[src/rtl/wb_dual_commit_pkg.sv]
// Shared widths, bus layouts and helpers for the WB stage. The optional trace FIFO is
// enabled with the WB_TRACE_FIFO_EN macro.
package wb_dual_commit_pkg;

  localparam int unsigned STALLBUS_WD    = 6;
  localparam int unsigned STALL_MEM_BIT  = 5;
  localparam logic        STOP           = 1'b1;

  localparam int unsigned MEM_INST_INFO  = 136;
  localparam int unsigned MEM_TO_WB_WD   = 2 * MEM_INST_INFO;
  localparam int unsigned WB_TO_RF_WD    = 76;
  localparam int unsigned TRACE_ENTRY_WD = 70;

  // hilo_bus field offsets within the 66-bit hilo field
  localparam int unsigned HILO_HI_WE = 65;
  localparam int unsigned HILO_LO_WE = 64;
  localparam int unsigned HILO_HI_LSB = 32;
  localparam int unsigned HILO_LO_LSB = 0;

  typedef struct packed {
    logic        hi_we;
    logic        lo_we;
    logic [31:0] hi;
    logic [31:0] lo;
  } hilo_bus_t;

  typedef struct packed {
    hilo_bus_t   hilo;
    logic [31:0] pc;
    logic        rf_we;
    logic [4:0]  rf_waddr;
    logic [31:0] rf_wdata;
  } mem_inst_t;

  typedef struct packed {
    logic [31:0] pc;
    logic        we;
    logic [4:0]  waddr;
    logic [31:0] wdata;
  } trace_entry_t;

  function automatic trace_entry_t to_trace(input mem_inst_t s);
    trace_entry_t e;
    e.pc    = s.pc;
    e.we    = s.rf_we;
    e.waddr = s.rf_waddr;
    e.wdata = s.rf_wdata;
    return e;
  endfunction

endpackage

[src/rtl/wb_trace_fifo.sv]
// Two-push / one-pop retirement trace FIFO. Pops one entry per cycle whenever non-empty;
// the head reads as zero while empty.
module wb_trace_fifo
  import wb_dual_commit_pkg::*;
#(
  parameter int unsigned TRACE_DEPTH = 4,
  localparam int unsigned PTR_W = $clog2(TRACE_DEPTH)
) (
  input  logic         clk_i,
  input  logic         rst_i,
  input  logic         push1_i,
  input  trace_entry_t entry1_i,
  input  logic         push2_i,
  input  trace_entry_t entry2_i,
  output trace_entry_t head_o,
  output logic [PTR_W:0] count_o
);

  localparam int unsigned CntW = PTR_W + 2;

  trace_entry_t     mem_q [TRACE_DEPTH];
  logic [PTR_W-1:0] wr_ptr_q, wr_ptr_d, rd_ptr_q, rd_ptr_d, wr_ptr_nxt;
  logic [PTR_W:0]   count_q, count_d;
  logic [CntW-1:0]  cnt_sum;
  logic             pop;

  assign pop        = (count_q != '0);
  assign wr_ptr_nxt = wr_ptr_q + PTR_W'(1);

  always_comb begin
    cnt_sum  = CntW'(count_q) + CntW'(push1_i) + CntW'(push2_i) - CntW'(pop);
    count_d  = cnt_sum[PTR_W:0];
    wr_ptr_d = wr_ptr_q + PTR_W'(push1_i) + PTR_W'(push2_i);
    rd_ptr_d = rd_ptr_q + PTR_W'(pop);
  end

  // Slot1 is older, so it takes the lower slot when both push together
  always_ff @(posedge clk_i) begin
    if (push1_i) mem_q[wr_ptr_q] <= entry1_i;
    if (push2_i) mem_q[push1_i ? wr_ptr_nxt : wr_ptr_q] <= entry2_i;
  end

  always_ff @(posedge clk_i) begin
    if (rst_i) begin
      wr_ptr_q <= '0;
      rd_ptr_q <= '0;
      count_q  <= '0;
    end else begin
      wr_ptr_q <= wr_ptr_d;
      rd_ptr_q <= rd_ptr_d;
      count_q  <= count_d;
    end
  end

  always_ff @(posedge clk_i) begin
    if (!rst_i) assert (cnt_sum <= CntW'(TRACE_DEPTH)) else $error("trace fifo overflow");
  end

  assign head_o  = pop ? mem_q[rd_ptr_q] : '0;
  assign count_o = count_q;

endmodule

[src/rtl/wb_dual_commit.sv]
// Dual-issue writeback: regfile commit for both slots, architectural HI/LO, and the debug
// retirement trace (FIFO-serialised when WB_TRACE_FIFO_EN is defined, slot1-only otherwise).
module wb_dual_commit
  import wb_dual_commit_pkg::*;
#(
  parameter int unsigned TRACE_DEPTH = 4
) (
  input  logic                    clk,
  input  logic                    rst,
  input  logic [STALLBUS_WD-1:0]  stall,
  input  logic [MEM_TO_WB_WD-1:0] mem_to_wb_bus,
  output logic [WB_TO_RF_WD-1:0]  wb_to_rf_bus,
  output logic [31:0]             hi_o,
  output logic [31:0]             lo_o,
  output logic                    stallreq_trace,
  output logic [31:0]             debug_wb_pc,
  output logic [3:0]              debug_wb_rf_wen,
  output logic [4:0]              debug_wb_rf_wnum,
  output logic [31:0]             debug_wb_rf_wdata
);

  if (TRACE_DEPTH < 4 || (TRACE_DEPTH & (TRACE_DEPTH - 1)) != 0) begin : g_bad_depth
    $error("TRACE_DEPTH must be a power of two >= 4");
  end

  logic [MEM_TO_WB_WD-1:0] wb_q, wb_d;
  mem_inst_t               slot1, slot2;
  logic                    slot1_vld;
  logic                    we1, we2;
  logic [31:0]             hi_q, hi_d, lo_q, lo_d;
  logic                    unused_stall;

  assign unused_stall = ^stall[STALL_MEM_BIT-1:0];

  // No flush: MEM has already squashed, so only a held MEM stage injects a bubble
  assign wb_d = (stall[STALL_MEM_BIT] == STOP) ? '0 : mem_to_wb_bus;

  always_ff @(posedge clk) begin
    if (rst) wb_q <= '0;
    else     wb_q <= wb_d;
  end

  assign slot1     = wb_q[MEM_INST_INFO-1:0];
  assign slot2     = wb_q[MEM_TO_WB_WD-1:MEM_INST_INFO];
  assign slot1_vld = (slot1.pc != '0);

  // Slot2 is younger, so it owns a shared destination
  assign we1 = slot1.rf_we && (slot1.rf_waddr != '0) &&
               !(slot2.rf_we && (slot1.rf_waddr == slot2.rf_waddr));
  assign we2 = slot2.rf_we && (slot2.rf_waddr != '0);

  assign wb_to_rf_bus = {we2, slot2.rf_waddr, slot2.rf_wdata,
                         we1, slot1.rf_waddr, slot1.rf_wdata};

  always_comb begin
    hi_d = hi_q;
    lo_d = lo_q;
    if (slot1.hilo.hi_we) hi_d = slot1.hilo.hi;
    if (slot1.hilo.lo_we) lo_d = slot1.hilo.lo;
    if (slot2.hilo.hi_we) hi_d = slot2.hilo.hi;
    if (slot2.hilo.lo_we) lo_d = slot2.hilo.lo;
  end

  always_ff @(posedge clk) begin
    if (rst) begin
      hi_q <= '0;
      lo_q <= '0;
    end else begin
      hi_q <= hi_d;
      lo_q <= lo_d;
    end
  end

  assign hi_o = hi_q;
  assign lo_o = lo_q;

`ifdef WB_TRACE_FIFO_EN
  localparam int unsigned PTR_W = $clog2(TRACE_DEPTH);

  trace_entry_t   entry1, entry2, head;
  logic           slot2_vld;
  logic [PTR_W:0] trace_cnt;

  assign slot2_vld = (slot2.pc != '0);
  assign entry1    = to_trace(slot1);
  assign entry2    = to_trace(slot2);

  wb_trace_fifo #(
    .TRACE_DEPTH(TRACE_DEPTH)
  ) u_trace_fifo (
    .clk_i   (clk),
    .rst_i   (rst),
    .push1_i (slot1_vld),
    .entry1_i(entry1),
    .push2_i (slot2_vld),
    .entry2_i(entry2),
    .head_o  (head),
    .count_o (trace_cnt)
  );

  // Leaves room for the pair already sitting in the WB register
  assign stallreq_trace    = (32'(trace_cnt) >= TRACE_DEPTH - 32'd2);
  assign debug_wb_pc       = head.pc;
  assign debug_wb_rf_wen   = {4{head.we}};
  assign debug_wb_rf_wnum  = head.waddr;
  assign debug_wb_rf_wdata = head.wdata;
`else
  logic unused_slot2_pc;

  assign unused_slot2_pc   = ^slot2.pc;
  assign stallreq_trace    = 1'b0;
  assign debug_wb_pc       = slot1_vld ? slot1.pc : '0;
  assign debug_wb_rf_wen   = {4{slot1_vld & slot1.rf_we}};
  assign debug_wb_rf_wnum  = slot1_vld ? slot1.rf_waddr : '0;
  assign debug_wb_rf_wdata = slot1_vld ? slot1.rf_wdata : '0;
`endif

endmodule

[config.mk]
export PLATFORM = sky130hd
export DESIGN_NAME = wb_dual_commit
export DESIGN_NICKNAME = d
export VERILOG_FILES = /design/src/rtl/wb_dual_commit_pkg.sv /design/src/rtl/wb_trace_fifo.sv /design/src/rtl/wb_dual_commit.sv
export SDC_FILE = /design/constraint.sdc
export NUM_CORES = 1
export LEC_CHECK = 0
export ABC_AREA = 1
export BUFFER_PORTS_ARGS = -buffer_cell sky130_fd_sc_hd__buf_2
export CORE_AREA = 2 2 191 193
export CTS_CLUSTER_DIAMETER = 120
export DETAILED_ROUTE_END_ITERATION = 10
export DIE_AREA = 0 0 193 195
export HOLD_SLACK_MARGIN = 0.08
export PLACE_DENSITY_LB_ADDON = 0.05
export REMOVE_ABC_BUFFERS = 1
export SLEW_MARGIN = 10
export SYNTH_ARGS = -nofsm -noshare
export SYNTH_HDL_FRONTEND = slang
export SYNTH_SLANG_ARGS = --single-unit
[constraint.sdc]
create_clock -name clk -period 1.3 [get_ports clk]
set_clock_uncertainty 0.15 [all_clocks]
set_input_delay 0.065 -clock clk [delete_from_list [all_inputs] [get_ports clk]]
set_output_delay 0.065 -clock clk [all_outputs]
set_load 0.1 [all_outputs]
==> flow_summary.ini, run 1 <==
[layout]
finalNetCount = 2454
seq_area_mm2 = 0.00630
multi_input_area_mm2 = 0.00271
fill_cells = 2976
drive_gt1_frac = 0.358
area_growth_syn_to_layout_pct = 89.4
finish.utilization = 0.596

[timing]
relSlewSlack = 0.660
worst_slew_pin_slew_ps = 510
fmax_ghz = 0.465
hold_viol = 0
setup_viol = 78
slew_viol_final = 0
finalCriticalPeriod_ps = 2150
rsz0062_at_grt = yes
worst_slack_ps = -850
period_share = 1.65

[cts]
cts_max_level = 2
cts_tree = built
cts_made_buffers = 36
clock_latency_ps = 500
clock_path_buffers = 3
cts_root_buf = clkbuf_16
clk_pin_slew_ps = 60
clock_sinks = 304

[floorplan]
dieArea_mm2 = 0.0376
coreArea_mm2 = 0.0354
rows = 69
ioPinCount = 494
dieWidth_um = 193
start_util = 0.315
dieHeight_um = 195

[yosys]
postSynthAreaPerCell_um2 = 7.50
ys.flop_type = dfxtp_1
synth_seq_cells = 304
synthTopCellsByArea = dfxtp_1, inv_1, nor2_1
synthArstFlopShare = 0
yosys_warnings = 0
syn_inst = 1485
ys_seq_area_frac = 0.546
synth.most_common_cell = inv_1
synth-edff-count = 0
synth_common_cells = inv_1, dfxtp_1, nor2_1, nand2_1, buf_4
yosysTopAreaCellShare = 0.546
netlist_area_mm2 = 0.0111
yosysTopAreaCell = dfxtp_1
synth.distinct_cells = 16

[power_and_ir_drop]
power_uw = 24500
ir_drop_uv = 990
powerDensity_mw_per_mm2 = 1160
power_leakage_uw = 0.0109

[grt]
use_met3 = 0.0579
grt_pass1_wl_um = 57000
top_usage_layer = met2
grt_max_degree = 103
grtUsageMet1 = 0.196
antenna_found_initial = 2
grt_pass1_vias = 10900
grt.met2_usage = 0.381
gr-usage-all-layers = 0.196
gr-total-overflow = 0

[route]
wl_per_cell_um = 14.6
route.vias.total = 10700
drt-total-wl_um = 38900
via_per_inst = 4.00
ant_nets = 0
drc = 0
first_iter_violations = 243
dr.pass1.iters = 4

[worst_setup_path]
critPathMaxFanout = 7
worstPathArrival_ps = 1930
critPathLaunchType = flop
worstPathRequired_ps = 1090
critical_path_class = reg -> out
cp-end-kind = output port

[hold_path]
hp-class = in -> reg

[placement]
dp_hpwl_um = 25000
gp_congestion = 0.778
io_buffers = 455

[run_status]
status = finished with violations
violations = setup timing

[run]
cap_violations = 0
power breakdown:
part           internal (uW)  leakage [uW]  switching (uW)
clock                   6050      0.000571            3780
combinational           1990       0.00777            2750
sequential              9670       0.00256             210
total                  17700        0.0109            6740
worst paths after layout:
| check | from | endpoint | slack (ps) | cells past startpoint |
|---|---|---|---|---|
| setup / recovery | wb_q[65]$_SDFF_PP0_ | debug_wb_rf_wdata[8] | -850 | 9 |
| hold reg to reg | wb_q[89]$_SDFF_PP0_ | lo_o[19]$_SDFFE_PP0P_ | 360 | 4 |
| hold / removal | rst | wb_q[173]$_SDFF_PP0_ | 80 | 4 |
| setup reg to reg | wb_q[135]$_SDFF_PP0_ | hi_o[28]$_SDFFE_PP0P_ | 50 | 8 |
worst max-delay path, stage by stage, from the launching register on:
cell	delay, ps
dfxtp_2	320
nor2_1	110
nand2_1	80
nor2_2	130
nand2_2	90
nor2_4	190
buf_12	160
buf_12	130
nor2_2	50
buf_12	160
sequential cells by signal, summed over array words and instances, names as in the netlist:
signal	count
hi_o	32
lo_o	32
wb_q	240
layout by cell type (no fill, tap or decap):
| master | count |
|---|---|
| inv_1 | 339 |
| dlygate4sd3_1 | 286 |
| nor2_1 | 282 |
| nand2_1 | 271 |
| buf_2 | 242 |
| buf_12 | 191 |
| dfxtp_1 | 156 |
| dfxtp_2 | 138 |
| buf_6 | 80 |
| nand3_1 | 64 |
| clkbuf_16 | 40 |
| nor2_2 | 17 |
| buf_4 | 15 |
| inv_2 | 12 |
| dfxtp_4 | 10 |
| nand2_2 | 9 |
| nor2_4 | 8 |
| clkbuf_8 | 8 |
| clkbuf_1 | 8 |
| clkinv_2 | 5 |
| buf_8 | 3 |
| diode_2 | 2 |
| inv_4 | 2 |
| o21ai_1 | 2 |
| nand3_2 | 2 |
| bufinv_16 | 2 |
| nand4_1 | 1 |
| o21ai_2 | 1 |
| or2_4 | 1 |
| conb_1 | 1 |
| clkinvlp_4 | 1 |
cells by family (layout without fill, tap and decap cells):
| group | count (synthesis) | after routing | share of synthesized area |
|---|---|---|---|
| other | 1 | 3 | 0.000337 |
| AOI/OAI and AO/OA | 3 | 3 | 0.00135 |
| DFF | 304 | 304 | 0.546 |
| and+or+nand+nor | 655 | 655 | 0.229 |
| buffers and inverters | 522 | 1234 | 0.223 |
layer usage:
layer | vias to the layer above | part of all wire | wire [um]
li1 | 5433 | - | -
met1 | 4827 | 0.36 | 14000
met2 | 338 | 0.54 | 20900
met3 | 53 | 0.076 | 2960
met4 | 0 | 0.027 | 1040
met5 | - | 0 | 0
layout make-up:
class / instances / area share
diodes: 2 / 0.000237
repair buffers: 820 / 0.428
well taps: 461 / 0.0273
clock buffers: 53 / 0.0505
clock inverters: 8 / 0.00439
multi-input cells: 659 / 0.128
inverters: 353 / 0.0630
flip-flops and latches: 304 / 0.298
stage by stage:
step / instance area (um^2) / setup WS, ps / std cells / TNS (ps) / hold WS (ps)
detailed placement: 15200 / -614 / 2300 / -20960 / 132
floorplan: 9990 / -5470 / 1316 / -858800 / 27.2
CTS: 20600 / -851 / 2649 / -36780 / 81.4
finish: 21100 / -850 / 2660 / -35310 / 76.9
global route: 21100 / -956 / 2660 / -41670 / 102
global placement: 15200 / -604 / 2300 / -20520 / 127
timing repair:
action	4_1_cts	5_1_grt
hold buffers	286	0
endpoints found under the hold margin	304	0
cloned	0	3
setup buffers	9	16
setup endpoints to repair	197	166
gates resized for setup	463	143
pin swaps	13	18
No activity file was read; power rests on OpenSTA's default activity.
==> run 2: changes to the inputs <==
--- a/config.mk
+++ b/config.mk
@@ -6,11 +6,11 @@
 export NUM_CORES = 1
 export LEC_CHECK = 0
 export ABC_AREA = 1
-export BUFFER_PORTS_ARGS = -buffer_cell sky130_fd_sc_hd__buf_2
-export CORE_AREA = 2 2 191 193
+export BUFFER_PORTS_ARGS = -buffer_cell sky130_fd_sc_hd__buf_4
+export CORE_AREA = 2 2 190 192
 export CTS_CLUSTER_DIAMETER = 120
 export DETAILED_ROUTE_END_ITERATION = 10
-export DIE_AREA = 0 0 193 195
+export DIE_AREA = 0 0 192 194
 export HOLD_SLACK_MARGIN = 0.08
 export PLACE_DENSITY_LB_ADDON = 0.05
 export REMOVE_ABC_BUFFERS = 1
==> run 2 against run 1 <==
The run still ends with setup timing left; clock power decreased by 1%; sequential power barely moved; global-route usage up 0.63 points; critical path depth unchanged; design area grew 3.3%; power rose by 0.52%; cell count is 1.9% lower; critical endpoint is now debug_wb_rf_wdata[18]; largest cell class unchanged; highest routed layer unchanged.
==> flow_summary.ini, run 2 (synthesized netlist as in run 1, its figures left out) <==
[run_status]
status = finished with violations
violations = setup timing

[layout]
finish.utilization = 0.619
drive_gt1_frac = 0.399
largest_reg_flops = 240
layout_commonest_cell = inv_1
area_growth_syn_to_layout_pct = 95.7
finalNetCount = 2408
regMostFlops = wb_q
final_cell_mix = inv_1, nor2_1, buf_4
fill_cells = 2873

[timing]
hold_viol = 0
setup_viol = 72
finalCriticalPeriod_ps = 2180
slew_viol_final = 0
rsz0062_at_grt = yes
finalSetupTns_ps = -35690
fmax_ghz = 0.459
period_share = 1.68
worst_slack_ps = -879

[power_and_ir_drop]
pwr-share-seq = 0.403
p_sw_frac = 0.276
p_clk_frac = 0.394
p_comb_frac = 0.203
power_uw = 24600
p_int_uw = 17800
power_leakage_uw = 0.0112
ir_drop_uv = 867
powerDensity_mw_per_mm2 = 1130
p_switching_uw = 6780

[hold_path]
hp-class = in -> reg

[route]
route.vias.total = 10700
first_iter_violations = 376
drt-total-wl_um = 41400
wl_per_cell_um = 15.9
via_per_inst = 4.10
ant_nets = 0
dr.pass1.iters = 4
drc = 0

[placement]
dp_hpwl_um = 26100
gp_congestion = 0.841
io_buffers = 455
pre_cts_ws_ps = -335

[floorplan]
dieHeight_um = 194
dieArea_mm2 = 0.0372
start_util = 0.316
dieWidth_um = 192
rows = 69
coreArea_mm2 = 0.0352
ioPinCount = 494

[grt]
grt_max_degree = 62
grt_pass1_vias = 10800
antenna_found_initial = 1
gr-total-overflow = 0
grt_pass1_wl_um = 58500
gr-usage-all-layers = 0.202

[worst_setup_path]
critPathLaunchType = flop
cp-end-kind = output port
critical_path_class = reg -> out
worstPathArrival_ps = 1960
r2r_slack_ps = -40
worstPathRequired_ps = 1090
critPathMaxFanout = 5

[cts]
cts_made_buffers = 36
clk_pin_slew_ps = 60
cts_root_buf = clkbuf_16
clock_latency_ps = 500
clock_path_buffers = 3
cts_tree = built
clock_sinks = 304
cts_max_level = 2

[run]
cap_violations = 0
[run 2: cell types whose count changed in the layout (fill, tap and decap cells not counted), moves of 29 or more]
cell / change
buf_2: -242
dlygate4sd3_1: -34
nand2_1: -31
nand3_2: +29
nand3_1: -29
buf_6: -39
buf_4: +244
[run 2: cell type report]
class | count | area [um^2] | area share
timing repair buffer | 774 | 9350 | 0.429
sequential | 304 | 6330 | 0.290
multi-input combinational | 659 | 3090 | 0.142
inverter | 353 | 1330 | 0.0611
clock buffer | 53 | 1060 | 0.0484
tap | 461 | 577 | 0.0264
clock inverter | 4 | 70.1 | 0.00321
antenna | 2 | 5.00 | 0.000229
[run 2: power groups by stage]
stage	Combinational, uW	Sequential, uW	Clock [uW]
finish	4990	9900	9690
floorplan	1050	11200	0
CTS	4660	9880	9980
global placement	3560	9990	0
global route	5220	9930	10300
detailed placement	3560	9990	0
[run 2: critical path, cell delays in order (launching register included)]
cell,delay (ps)
dfxtp_2,330
nor2_1,130
nand2_1,90
nor2_2,120
nand2_2,80
nor2_4,130
buf_8,170
buf_6,150
nor2_1,70
buf_6,180
[run 2: timing repair]
item                                    CTS  global route
hold buffers                            252             0
hold endpoints to repair                304             0
buffers inserted                          7            15
pin swaps                                 9            13
gates resized for setup                 686           288
cloned                                    3            10
endpoints found under the setup margin  213           167
[run 2: metrics by stage]
stage	hold slack [ps]	instances	cell area [um^2]
floorplan	27.2	1316	9990
global placement	127	2270	14400
detailed placement	133	2270	14400
CTS	142	2587	20500
global route	168	2609	21800
finish	146	2610	21800
[run 2: worst paths after layout]
kind	from	endpoint	cells after the start
min reg2reg	wb_q[104]$_SDFF_PP0_	hi_o[2]$_SDFFE_PP0P_	4
max	wb_q[44]$_SDFF_PP0_	debug_wb_rf_wdata[18]	9
min	stall[5]	wb_q[134]$_SDFF_PP0_	4
max reg2reg	wb_q[135]$_SDFF_PP0_	hi_o[12]$_SDFFE_PP0P_	8
[run 2: layer usage]
metal,track usage,vias up,part of all wire
met5,0,-,0
met4,0.0679,0,0.035
met3,0.0532,80,0.065
met2,0.378,333,0.53
met1,0.218,4944,0.37
li1,-,5335,-
